==> src/rtl/fir_coef_reload_ctrl_if.sv <==
// rtl/fir_coef_reload_ctrl_if.sv - load request, coefficient memory and FIR core coefficient bus
interface fir_coef_reload_ctrl_if #(
  parameter int COEF_WIDTH = 19,
  parameter int ADDR_WIDTH = 8
);
  logic                  load_req;
  logic [ADDR_WIDTH-1:0] load_base;
  logic                  load_ready;
  logic                  busy;
  logic                  swap_done;
  logic                  mem_rd_en;
  logic [ADDR_WIDTH-1:0] mem_rd_addr;
  logic [COEF_WIDTH-1:0] mem_rd_data;
  logic                  ast_sink_valid;
  logic                  coef_set;
  logic                  coef_set_in;
  logic                  coef_we;
  logic [COEF_WIDTH-1:0] coef_in;

  modport master (
    output load_req, load_base, mem_rd_data, ast_sink_valid,
    input  load_ready, busy, swap_done, mem_rd_en, mem_rd_addr,
           coef_set, coef_set_in, coef_we, coef_in
  );

  modport slave (
    input  load_req, load_base, mem_rd_data, ast_sink_valid,
    output load_ready, busy, swap_done, mem_rd_en, mem_rd_addr,
           coef_set, coef_set_in, coef_we, coef_in
  );
endinterface

==> src/rtl/fir_coef_reload_ctrl.sv <==
// rtl/fir_coef_reload_ctrl.sv - streams a coefficient set into the inactive FIR bank, then swaps banks in an input idle gap
module fir_coef_reload_ctrl #(
  parameter int COEF_WIDTH = 19,
  parameter int NUM_COEF   = 80,
  parameter int ADDR_WIDTH = 8,
  parameter int SWAP_IDLE  = 2
) (
  input  logic                    clk,
  input  logic                    reset_n,
  fir_coef_reload_ctrl_if.slave   bus
);
  localparam int CNT_W  = $clog2(NUM_COEF + 1);
  localparam int IDLE_W = $clog2(SWAP_IDLE + 1);

  typedef enum logic [1:0] {IDLE, READ, DRAIN, SWAP_WAIT} state_t;

  state_t                state;
  logic [CNT_W-1:0]      k_cnt;
  logic [IDLE_W-1:0]     idle_cnt;
  logic [IDLE_W-1:0]     idle_nxt;
  logic                  rd_valid;
  logic [COEF_WIDTH-1:0] coef_hold;

  // Saturating run length of consecutive idle input cycles, including this one.
  always_comb begin
    idle_nxt = '0;
    if (!bus.ast_sink_valid) begin
      if (idle_cnt == IDLE_W'(SWAP_IDLE)) idle_nxt = idle_cnt;
      else                                idle_nxt = idle_cnt + 1'b1;
    end
  end

  // Memory data is passed straight to the core in the cycle it is valid so the
  // core sees coefficient k one cycle after its write strobe; otherwise hold.
  assign bus.coef_in = rd_valid ? bus.mem_rd_data : coef_hold;

  always_ff @(posedge clk) begin
    if (!reset_n) begin
      state           <= IDLE;
      k_cnt           <= '0;
      idle_cnt        <= '0;
      rd_valid        <= 1'b0;
      coef_hold       <= '0;
      bus.load_ready  <= 1'b1;
      bus.busy        <= 1'b0;
      bus.swap_done   <= 1'b0;
      bus.mem_rd_en   <= 1'b0;
      bus.mem_rd_addr <= '0;
      bus.coef_set    <= 1'b0;
      bus.coef_set_in <= 1'b1;
      bus.coef_we     <= 1'b0;
    end else begin
      bus.swap_done <= 1'b0;
      rd_valid      <= bus.mem_rd_en;
      if (rd_valid) coef_hold <= bus.mem_rd_data;

      case (state)
        IDLE: begin
          if (bus.load_req && bus.load_ready) begin
            bus.mem_rd_addr <= bus.load_base;
            bus.coef_set_in <= ~bus.coef_set;
            bus.mem_rd_en   <= 1'b1;
            bus.coef_we     <= 1'b1;
            bus.busy        <= 1'b1;
            bus.load_ready  <= 1'b0;
            k_cnt           <= '0;
            idle_cnt        <= '0;
            state           <= READ;
          end
        end
        READ: begin
          if (k_cnt == CNT_W'(NUM_COEF - 1)) begin
            bus.mem_rd_en <= 1'b0;
            bus.coef_we   <= 1'b0;
            state         <= DRAIN;
          end else begin
            k_cnt           <= k_cnt + 1'b1;
            bus.mem_rd_addr <= bus.mem_rd_addr + 1'b1;
          end
        end
        DRAIN: begin
          idle_cnt <= idle_nxt;
          state    <= SWAP_WAIT;
        end
        SWAP_WAIT: begin
          if (idle_nxt >= IDLE_W'(SWAP_IDLE)) begin
            bus.coef_set   <= ~bus.coef_set;
            bus.swap_done  <= 1'b1;
            bus.busy       <= 1'b0;
            bus.load_ready <= 1'b1;
            idle_cnt       <= '0;
            state          <= IDLE;
          end else begin
            idle_cnt <= idle_nxt;
          end
        end
        default: state <= IDLE;
      endcase
    end
  end
endmodule

==> src/flat_wrapper.sv <==
// flat-port wrapper written by rule: the top's interface ports become plain ports
module fir_coef_reload_ctrl_flat 
#(
  parameter int COEF_WIDTH = 19,
  parameter int NUM_COEF   = 80,
  parameter int ADDR_WIDTH = 8,
  parameter int SWAP_IDLE  = 2
)
  (clk, reset_n, bus_load_req, bus_load_base, bus_mem_rd_data, bus_ast_sink_valid, bus_load_ready, bus_busy, bus_swap_done, bus_mem_rd_en, bus_mem_rd_addr, bus_coef_set, bus_coef_set_in, bus_coef_we, bus_coef_in);
  fir_coef_reload_ctrl_if #(.COEF_WIDTH(COEF_WIDTH), .ADDR_WIDTH(ADDR_WIDTH)) bus_i ();
  input  logic clk;
  input  logic reset_n;
  input wire logic [$bits(bus_i.load_req)-1:0] bus_load_req;
  input wire logic [$bits(bus_i.load_base)-1:0] bus_load_base;
  input wire logic [$bits(bus_i.mem_rd_data)-1:0] bus_mem_rd_data;
  input wire logic [$bits(bus_i.ast_sink_valid)-1:0] bus_ast_sink_valid;
  output wire logic [$bits(bus_i.load_ready)-1:0] bus_load_ready;
  output wire logic [$bits(bus_i.busy)-1:0] bus_busy;
  output wire logic [$bits(bus_i.swap_done)-1:0] bus_swap_done;
  output wire logic [$bits(bus_i.mem_rd_en)-1:0] bus_mem_rd_en;
  output wire logic [$bits(bus_i.mem_rd_addr)-1:0] bus_mem_rd_addr;
  output wire logic [$bits(bus_i.coef_set)-1:0] bus_coef_set;
  output wire logic [$bits(bus_i.coef_set_in)-1:0] bus_coef_set_in;
  output wire logic [$bits(bus_i.coef_we)-1:0] bus_coef_we;
  output wire logic [$bits(bus_i.coef_in)-1:0] bus_coef_in;
  assign bus_i.load_req = bus_load_req;
  assign bus_i.load_base = bus_load_base;
  assign bus_i.mem_rd_data = bus_mem_rd_data;
  assign bus_i.ast_sink_valid = bus_ast_sink_valid;
  assign bus_load_ready = bus_i.load_ready;
  assign bus_busy = bus_i.busy;
  assign bus_swap_done = bus_i.swap_done;
  assign bus_mem_rd_en = bus_i.mem_rd_en;
  assign bus_mem_rd_addr = bus_i.mem_rd_addr;
  assign bus_coef_set = bus_i.coef_set;
  assign bus_coef_set_in = bus_i.coef_set_in;
  assign bus_coef_we = bus_i.coef_we;
  assign bus_coef_in = bus_i.coef_in;
  fir_coef_reload_ctrl #(.COEF_WIDTH(COEF_WIDTH), .NUM_COEF(NUM_COEF), .ADDR_WIDTH(ADDR_WIDTH), .SWAP_IDLE(SWAP_IDLE)) u_core (.clk(clk), .reset_n(reset_n), .bus(bus_i));
endmodule
==> config.mk <==
export PLATFORM = sky130hd
export DESIGN_NAME = fir_coef_reload_ctrl_flat
export DESIGN_NICKNAME = d
export VERILOG_FILES = /design/src/rtl/fir_coef_reload_ctrl_if.sv /design/src/rtl/fir_coef_reload_ctrl.sv /design/src/flat_wrapper.sv
export SDC_FILE = /design/constraint.sdc
export NUM_CORES = 1
export LEC_CHECK = 0
export CAP_MARGIN = 20
export CORE_ASPECT_RATIO = 2
export CORE_MARGIN = 4
export CORE_UTILIZATION = 30
export CTS_CLUSTER_SIZE = 12
export DETAILED_ROUTE_END_ITERATION = 16
export DONT_BUFFER_PORTS = 1
export SLEW_MARGIN = 20
export SYNTH_ARGS = -nofsm -noshare
export SYNTH_HDL_FRONTEND = slang
export SYNTH_SLANG_ARGS = --single-unit
==> constraint.sdc <==
create_clock -name clk -period 1.88 [get_ports clk]
set_input_delay 0.282 -clock clk [delete_from_list [all_inputs] [get_ports clk]]
set_output_delay 0.282 -clock clk [all_outputs]
set_load 0.02 [all_outputs]
; ---- Yosys cells after proc, flatten, opt, wreduce, memory -nomap -nowiden
; Cells that the tools add are included.
[op_classes]
reduce_logical = 13
n_eq_ne = 9
bitwise_logic = 1
muxes = 25
order_cmp = 1
n_addsub = 3
[op_table]
columns = cell, count
row1 = 2-to-1 mux 19 bit, 1
row2 = 2-to-1 mux 8 bit, 2
row3 = case mux 8 bit (2 select lines), 1
row4 = 2-to-1 mux 2 bit, 7
row5 = 2-to-1 mux 7 bit, 2
row6 = case mux 7 bit (2 select lines), 1
row7 = AND reduction 3 bit, 4
row8 = adder 8 x 1 -> 8 bit (second input constant), 1
row9 = case mux 2 bit (4 select lines), 1
row10 = AND reduction 2 bit, 4
row11 = adder 7 x 1 -> 7 bit (second input constant), 1
row12 = == test 7 bit (second input constant), 1
row13 = == test 2 bit (second input constant), 3
row14 = 2-to-1 mux 1 bit, 6
row15 = != test 2 x 1 -> 1 bit (second input constant), 3
row16 = case mux 1 bit (2 select lines), 3
row17 = case mux 2 bit (3 select lines), 1
row18 = nonzero test 2 bit, 2
row19 = nonzero test 3 bit, 1
row20 = adder 2 x 1 -> 2 bit (second input constant), 1
row21 = == test 2 x 1 -> 1 bit (second input constant), 1
row22 = >= comparator 2 bit (second input constant), 1
row23 = logical NOT 2 bit, 1
row24 = != test 2 bit (second input constant), 1
row25 = other kinds (2), 2
[totals]
wordCells = 64
input_bits = 31
regBits = 45
output_inout_bits = 34

; ---- Longest topological paths before layout
; Gate-level depths: netlist (run 1).
[depth]
word_depth = 6
mapped_depth = 9
mapped_depth_nobuf = 6

; ---- Worst setup path before layout (run 1)
; No wires, ideal clock.
[synth_path]
path_kind = register to register
start = reg u_core.state[1]
end = reg u_core.k_cnt[4]
stages_incl_launch_ff = 10
setup_time_ns = 0.130
path_slack_ns = 0.246
synth_period_minus_slack_ns = 1.634
required_ns = 1.750
arrival_ns = 1.504
n_path_buf = 3
path_cell_list = dfxtp_1 > inv_1 > ha_1 > buf_2 > inv_1 > buf_2 > buf_2 > nor2_1 > o311ai_1 > o31ai_1
[synth_between]
elab_chain_cells = 3
word_cells_on_any_way = 7
classes_between = eq/ne: 3 / mux: 1 / reduce/logical: 3
[synth_lines]
columns = item, line_no
row1 = "start, declared", fir_coef_reload_ctrl.sv:17  ; state_t state;
row2 = "start signal, assigned", fir_coef_reload_ctrl.sv:39  ; state <= IDLE;
row3 = "start signal, assigned", fir_coef_reload_ctrl.sv:68  ; state <= READ;
row4 = "start signal, assigned", fir_coef_reload_ctrl.sv:75  ; state <= DRAIN;
row5 = == test 2 x 1 -> 1 bit or logical NOT 2 bit (tied branches), fir_coef_reload_ctrl.sv:57  ; case (state)
row6 = != test 2 bit (no source line) (tied with other cells), n/a
row7 = AND reduction 3 bit (no source line), n/a
row8 = "end signal, assigned", fir_coef_reload_ctrl.sv:77  ; k_cnt <= k_cnt + 1'b1;
row9 = "end, declared", fir_coef_reload_ctrl.sv:18  ; logic [CNT_W-1:0] k_cnt;
; Several ways; a longest one is shown, not always the timed one.
; A chain may end at the register's enable or synchronous reset.

; ---- Worst setup path after layout (run 1)
[layout_path]
start = reg u_core.state[0]
end = reg u_core.state[0]
[layout_between]
elab_chain_cells = 3
word_cells_on_any_way = 9
classes_between = eq/ne: 6 / mux: 1 / reduce/logical: 2
[layout_lines]
columns = item, line_no
row1 = == test 2 bit (tied with other cells), fir_coef_reload_ctrl.sv:57
row2 = != test 2 x 1 -> 1 bit (no source line), n/a
row3 = AND reduction 3 bit (no source line), n/a
; Several ways; a longest one is shown, not always the timed one.

==> metrics.md, run 1 <==
| Metric | Value |
|---|---|
| Sw Ratio | `0.3767` |
| CTS Sinks | `45` |
| Starting Density | `0.3093` |
| Critical path endpoint category | `flop` |
| I/O pin cnt | `between 60 and 70` |
| Via total after detailed routing | `1777` |
| R2R cell count | `7` |
| Layout Skew | `roughly 0.0062 ns` |
| Die area | `8716 um2` |
| R2r setup slk | `~0.17 ns` |
| Worst Hold Class | `primary input to flop` |
| Worst Hold Path Cells | `1` |
| Synth warnings | `0` |
| Port Buf Inserts | `0` |
| WL final | `roughly 5400 um` |
| Clock power frac | `0.269` |
| Synth Register Bits | `45` |
| Setup violators final | `0` |
| Critical Path, Cell by Cell | `inv_1, ha_1, buf_4, a21boi_1, a21oi_1, nand2_1, a221oi_1` |
| Ys async rst share | `0` |
| Syn Inst Count | `roughly 240` |
| Antenna Nets Post-Route | `0` |
| Max stage delay on crit path | `about 0.36 ns` |
| Total gr overflow | `0` |
| Vias per inst | `approximately 5.3` |
| Worst slew pin tran | `slightly below 0.5 ns` |
| Area grow syn2layout | `15.04%` |
| Worst Setup EP | `u_core.state[0]` |
| Internal power | `around 2.3 mW` |
| Setup TNS Final | `0 ns` |
| Area post-placement | `2291 um2` |
| Synth Cell Area | `roughly 2200 um2` |
| GRT Total Usage | `0.1276` |
| Pin count of the biggest net entering global routing | `40` |
| First-pass GRT wire length | `between 8000 and 9000 um` |
| Final worst path period need | `approximately 1.7 ns` |
| Max H-tree Level | `2` |
| Final Total Pwr | `3.677 mW` |
| Skew-Pair Late Insertion Delay | `around 0.28 ns` |
| Status | `complete, no violations` |
| Leak | `about 0.96 nW` |
| Reg2reg start | `u_core.state[0]` |
| Max-slew violation count | `0` |
| Share of layout cells above drive strength 1 | `0.2099` |
| Design Area, Final | `about 2500 um2` |
| CP required | `2.06 ns` |
| Max IR drop VDD | `around 0.58 mV` |
| Die span in y | `between 100 and 150 um` |
| Clock tree buffer depth | `2` |
| Clock Tree Root | `clkbuf_16` |
| TritonCTS clock tree | `built` |
| Library cells used by synthesis | `43` |
| Prevailing post-synth register cell | `dfxtp_1` |
| Max FO, Critical Path | `7` |
| GP Congestion | `~0.77` |
| Comb pwr share | `0.382` |
| Core box area | `around 7000 um2` |
| Nets | `280` |
| Kind of critical path | `flop to flop` |
| CP arrival | `1.89 ns` |
| Avg Cell Area, Syn | `9.167 um2` |
| DR iter-0 viols | `89` |
| Crit share post-route | `0.9082` |
| Syn nets | `~270` |
| Diodes inserted | `0` |
| Post-synth EDFFs | `0` |
| Initial antenna violation count | `0` |
| Flop pwr share | `0.349` |
| DP HPWL | `approximately 4000 um` |
| First-pass DRT Iterations | `6` |
| Hold Crit Start | `reset_n` |
| Cts bufs inserted | `5` |
| Crit path launch | `u_core.state[0]` |
| Startpoint types | `flop` |
| Clock-pin slew on the worst setup and hold paths | `about 0.060 ns` |
| Vias in the first global route | `approximately 1800` |
| Slowest CP cell | `dfxtp_1` |
| RSZ-0062 raised after global routing | `false` |
| Max Freq | `just under 600 MHz` |
| Power density cells | `about 1500 nW/um2` |
| Count of final hold-check violations | `0` |
| DR WL/cell | `~16 um` |
| Die Span X | `slightly below 70 um` |
| Rows | `between 40 and 50` |
| NetSw | `approximately 1.4 mW` |
| # Max-Cap Violations | `0` |
| Register area share after synthesis | `0.4164` |
| Residual DRC count | `0` |
| Max-slew headroom | `0.6706` |
| R2r endpoint | `u_core.state[0]` |
critical path, delay by kind of cell (launching register included):
family	cells	cell delay (ns)
buffers and inverters	2	0.24
AO/OA/AOI/OAI	3	0.68
flip-flops	1	0.36
adder cells (fa/ha/maj)	1	0.22
AND/OR/NAND/NOR	1	0.11
synthesized netlist by cell type, drive strengths merged (2+ instances only):
cell	count	area, um2
and3	3	18.77
o32ai	3	26.28
ha	7	87.58
nor2b	3	18.77
nor3	3	15.01
buf	9	60.06
a21oi	10	50.05
nand2b	3	18.77
inv	8	30.03
nor2	11	41.29
and2	20	125.1
mux2	19	214.0
nand4	4	25.02
clkbuf	6	22.52
nand2	19	71.32
nand3	10	50.05
a31oi	7	43.79
o31ai	5	37.54
a31o	2	17.52
mux2i	2	20.02
dfxtp	45	900.9
o311ai	5	43.79
o21ai	11	55.05
a211oi	5	37.54
power groups by stage:
| stage | Clock, mW | Sequential [mW] | Combinational, mW |
|---|---|---|---|
| 6_report | 0.988 | 1.28 | 1.41 |
| 5_1_grt | 1.05 | 1.31 | 1.55 |
| 4_1_cts | 1.02 | 1.29 | 1.37 |
| 3_5_place_dp | 0 | 1.31 | 1.36 |
| 3_3_place_gp | 0 | 1.30 | 1.34 |
| 2_1_floorplan | 0 | 1.31 | 0.969 |
area by class of cell:
| class | count | area, um2 |
|---|---|---|
| tap | 90 | 112.6 |
| multi-input combinational | 168 | 1169 |
| inverter | 8 | 30.03 |
| sequential | 45 | 900.9 |
| timing repair buffer | 14 | 105.1 |
| clock inverter | 3 | 46.29 |
| clock buffer | 5 | 125.1 |
| fill | 728 | 4506 |
cells by family (layout without fill, tap and decap cells):
group | count (synthesis) | in the layout | synth area share
AOI/OAI and AO/OA | 61 | 61 | 0.1932
xor gates and xnor gates | 1 | 1 | 0.004049
adders and majority gates | 7 | 7 | 0.04048
buffers and inverters | 23 | 30 | 0.05205
DFF | 45 | 45 | 0.4164
muxes | 21 | 21 | 0.1082
and+or+nand+nor | 78 | 78 | 0.1857
registers in the layout (all words and copies together) (netlist names), 2 cells and up:
name                    cells
u_core.k_cnt                7
u_core.idle_cnt             2
u_core.state                2
u_core.bus.mem_rd_addr      8
u_core.coef_hold           19
routing by layer:
layer | vias to the layer above | wire [um] | share of wire | global-route usage
met5 | - | 0 | 0 | 0
met4 | 0 | 146 | 0.027 | 0.05627
met3 | 11 | 443 | 0.083 | 0.03596
met2 | 73 | 2877 | 0.54 | 0.2389
met1 | 828 | 1899 | 0.35 | 0.1217
li1 | 865 | - | - | -
stage by stage:
step                      setup WS, ns  cells  hold slack (ns)  utilization
after floorplan                 0.2459    236           0.4436            -
after global placement          0.1784    324           0.3741       0.3275
after detailed placement       0.09655    324           0.3730       0.3275
after CTS                      0.05752    332          0.08593       0.3521
after global routing          0.004522    333          0.09636       0.3558
final                           0.1726    333          0.09394       0.3558
how the worst min path moves through the flow:
stage | to | slack [ns]
floorplan | u_core.bus.mem_rd_addr[5] | 0.44
global placement | u_core.bus.load_ready | 0.37
detailed placement | u_core.bus.load_ready | 0.37
CTS | u_core.bus.coef_set_in | 0.09
global route | u_core.bus.coef_set_in | 0.1
finish | u_core.bus.coef_set_in | 0.09
cells in the final DEF (no fill, tap or decap), drive strengths merged, types with 2 or more instances in the layout:
cell type	Yosys	final
nor2	11	11
o32ai	3	3
inv	8	8
nand2b	3	3
nor2b	3	3
nor3	3	3
a31oi	7	7
a21oi	10	10
mux2	19	19
nand3	10	10
nand2	19	19
buf	9	14
a31o	2	2
o21ai	11	11
nand4	4	4
clkbuf	6	5
o31ai	5	5
and2	20	20
a211oi	5	5
ha	7	7
o311ai	5	5
and3	3	3
mux2i	2	2
dfxtp	45	45
what timing repair did:
item,CTS,global route
hold buffers,0,0
endpoints found under the setup margin,0,11
resized for setup,0,6
buffers inserted,0,1
(Power assumes the default switching activity.)
==> inputs of run 2 (changes only) <==
- CAP_MARGIN: 20 -> default
- CORE_UTILIZATION: 30 -> 55
- PLACE_DENSITY: default -> 0.79
==> run 2 against run 1 <==
Core utilization rose by 27 points. Count of clock-buffer cells in the layout up 2. First-iteration DRC count fell by 67%. Clock skew is 0.0024 ns higher. Power down 8.3%. Critical path depth stayed put. Worst setup slack worse by 0.039 ns. Maximum frequency fell by 2.2%. Non-clock buffer count stayed put. Sequential share of layout area is 1.5 points higher. Hold slack lost 0.030 ns.
==> metrics.md, run 2 (synthesized netlist as in run 1, its figures left out) <==
| Metric | Value |
|---|---|
| Count of final hold-check violations | `0` |
| Area post-placement | `about 2200 um2` |
| Max FO, Critical Path | `11` |
| Starting Density | `0.5628` |
| Critical path endpoint category | `flop` |
| Cts bufs inserted | `5` |
| DR WL/cell | `~15 um` |
| Worst setup margin | `about 0.13 ns` |
| TritonCTS clock tree | `built` |
| Residual DRC count | `0` |
| Max-slew headroom | `0.6893` |
| Die span in y | `slightly below 100 um` |
| Crit share post-route | `0.9290` |
| Design Area, Final | `approximately 2400 um2` |
| Core box area | `just under 4000 um2` |
| Power density cells | `1410 nW/um2` |
| GR met2 Demand/Resource | `0.3400` |
| Top delay family on crit path | `compound AO/OA/AOI/OAI gates` |
| Vias per inst | `between 5 and 6` |
| Global-route met1 utilization | `0.1766` |
| Initial antenna violation count | `0` |
| Vias in the first global route | `between 1500 and 2000` |
| Met3 GRT Util | `0.05239` |
| Max-slew violation count | `0` |
| Setup Slack @ Placement | `0.08725 ns` |
| Final hold slack | `roughly 0.064 ns` |
| GRT Total Usage | `0.1880` |
| First-pass DRT Iterations | `4` |
| First-pass GRT wire length | `7410 um` |
| Pin count of the biggest net entering global routing | `40` |
| CP required | `between 2 and 2.5 ns` |
| Worst slew pin tran | `~0.47 ns` |
| Slowest CP cell | `dfxtp_1` |
| Worst Hold Path Cells | `1` |
| GP Congestion | `between 0.7 and 0.8` |
| Most frequent cells in the layout | `dfxtp_1 (45), and2_1 (20), mux2_2 (19), nand2_1 (19), buf_4 (14)` |
| Clock Tree Root | `clkbuf_8` |
| CTS Sinks | `between 40 and 50` |
| Nets | `280` |
| I/O pin cnt | `65` |
| Clock tree buffer depth | `2` |
| # Max-Cap Violations | `0` |
| Final Total Pwr | `3.373 mW` |
| Startpoint types | `flop` |
| Max reg flops | `19` |
| Area grow syn2layout | `10.53%` |
| Final worst path period need | `1.747 ns` |
| Skew-Pair Late Insertion Delay | `~0.30 ns` |
| Top Usage Layer GRT | `met2` |
| Kind of critical path | `flop to flop` |
| Antenna Nets Post-Route | `0` |
| R2R cell count | `7` |
| Rows | `32` |
| Leak | `0.9334 nW` |
| Total gr overflow | `0` |
| DR iter-0 viols | `29` |
| Max H-tree Level | `2` |
| Leading cell type in the layout, fill and taps excluded | `dfxtp_1` |
| DP HPWL | `approximately 3300 um` |
| CP Depth | `7` |
| Critical Path, Cell by Cell | `inv_1, ha_1, a21bo_2, o21ai_0, buf_4, nor2_1, a311oi_1` |
| Critical path buffers and inverters | `2` |
| Clock-pin slew on the worst setup and hold paths | `around 0.080 ns` |
| Port Buf Inserts | `0` |
| Largest regs | `u_core.coef_hold x19, u_core.bus.mem_rd_addr x8, u_core.k_cnt x7` |
| Max stage delay on crit path | `0.37 ns` |
| Die Span X | `about 52 um` |
| Die area | `approximately 5000 um2` |
| Max Freq | `approximately 570 MHz` |
| Via total after detailed routing | `~1700` |
| WL final | `roughly 4400 um` |
| Layout Skew | `between 0.008 and 0.009 ns` |
| Worst Hold Class | `primary input to flop` |
| Diodes inserted | `0` |
| Biggest register | `u_core.coef_hold` |
| Status | `complete, no violations` |
| Share of layout cells above drive strength 1 | `0.2058` |
| CP arrival | `1.91 ns` |
| Max IR drop VDD | `approximately 1.2 mV` |
| Setup violators final | `0` |
[run 2: final timing paths]
check,endpoint,start,slack [ns]
setup / recovery,u_core.bus.mem_rd_addr[0],u_core.state[0],0.13
hold / removal,u_core.bus.load_ready,reset_n,0.06
setup reg to reg,u_core.bus.mem_rd_addr[0],u_core.state[0],0.13
hold reg to reg,u_core.idle_cnt[1],u_core.idle_cnt[1],0.48
[run 2: what timing repair did]
item,4_1_cts,5_1_grt
endpoints found under the setup margin,0,8
hold buffers,0,0
resized for setup,0,5
buffers inserted,0,1
[run 2: per-stage QoR]
step	setup TNS, ns	instances	utilization
floorplan	0	236	-
global placement	0	285	0.5833
detailed placement	0	285	0.5833
CTS	0	293	0.6136
global route	-0.001116	294	0.6221
finish	0	294	0.6221
[run 2: layer usage]
metal  up-vias  part of all wire  routed length, um
met5         -                 0                  0
met4         0             0.029                129
met3        10             0.064                285
met2        63              0.53               2366
met1       800              0.37               1645
li1        866                 -                  -
[run 2: area by class of cell]
type	count	area [um2]
multi-input cells	168	1175
inverters	8	30.03
clock inverters	1	30.03
clock buffers	7	86.33
well taps	51	63.81
flip-flops and latches	45	900.9
repair buffers	14	105.1
fillers	350	1453
[run 2: where the power goes]
group,switching (mW),internal (mW),total (mW)
clock,0.310,0.433,0.743
sequential,0.179,1.10,1.28
combinational,0.795,0.558,1.35
total,1.28,2.09,3.37
[run 2: worst reg2reg max path: cells and delay by family, from the launching register on]
| kind | cells | cell delay, ns |
|---|---|---|
| simple gates | 1 | 0.24 |
| compound gates | 3 | 0.45 |
| flops | 1 | 0.37 |
| fa+ha+maj | 1 | 0.28 |
| buf+inv | 2 | 0.28 |
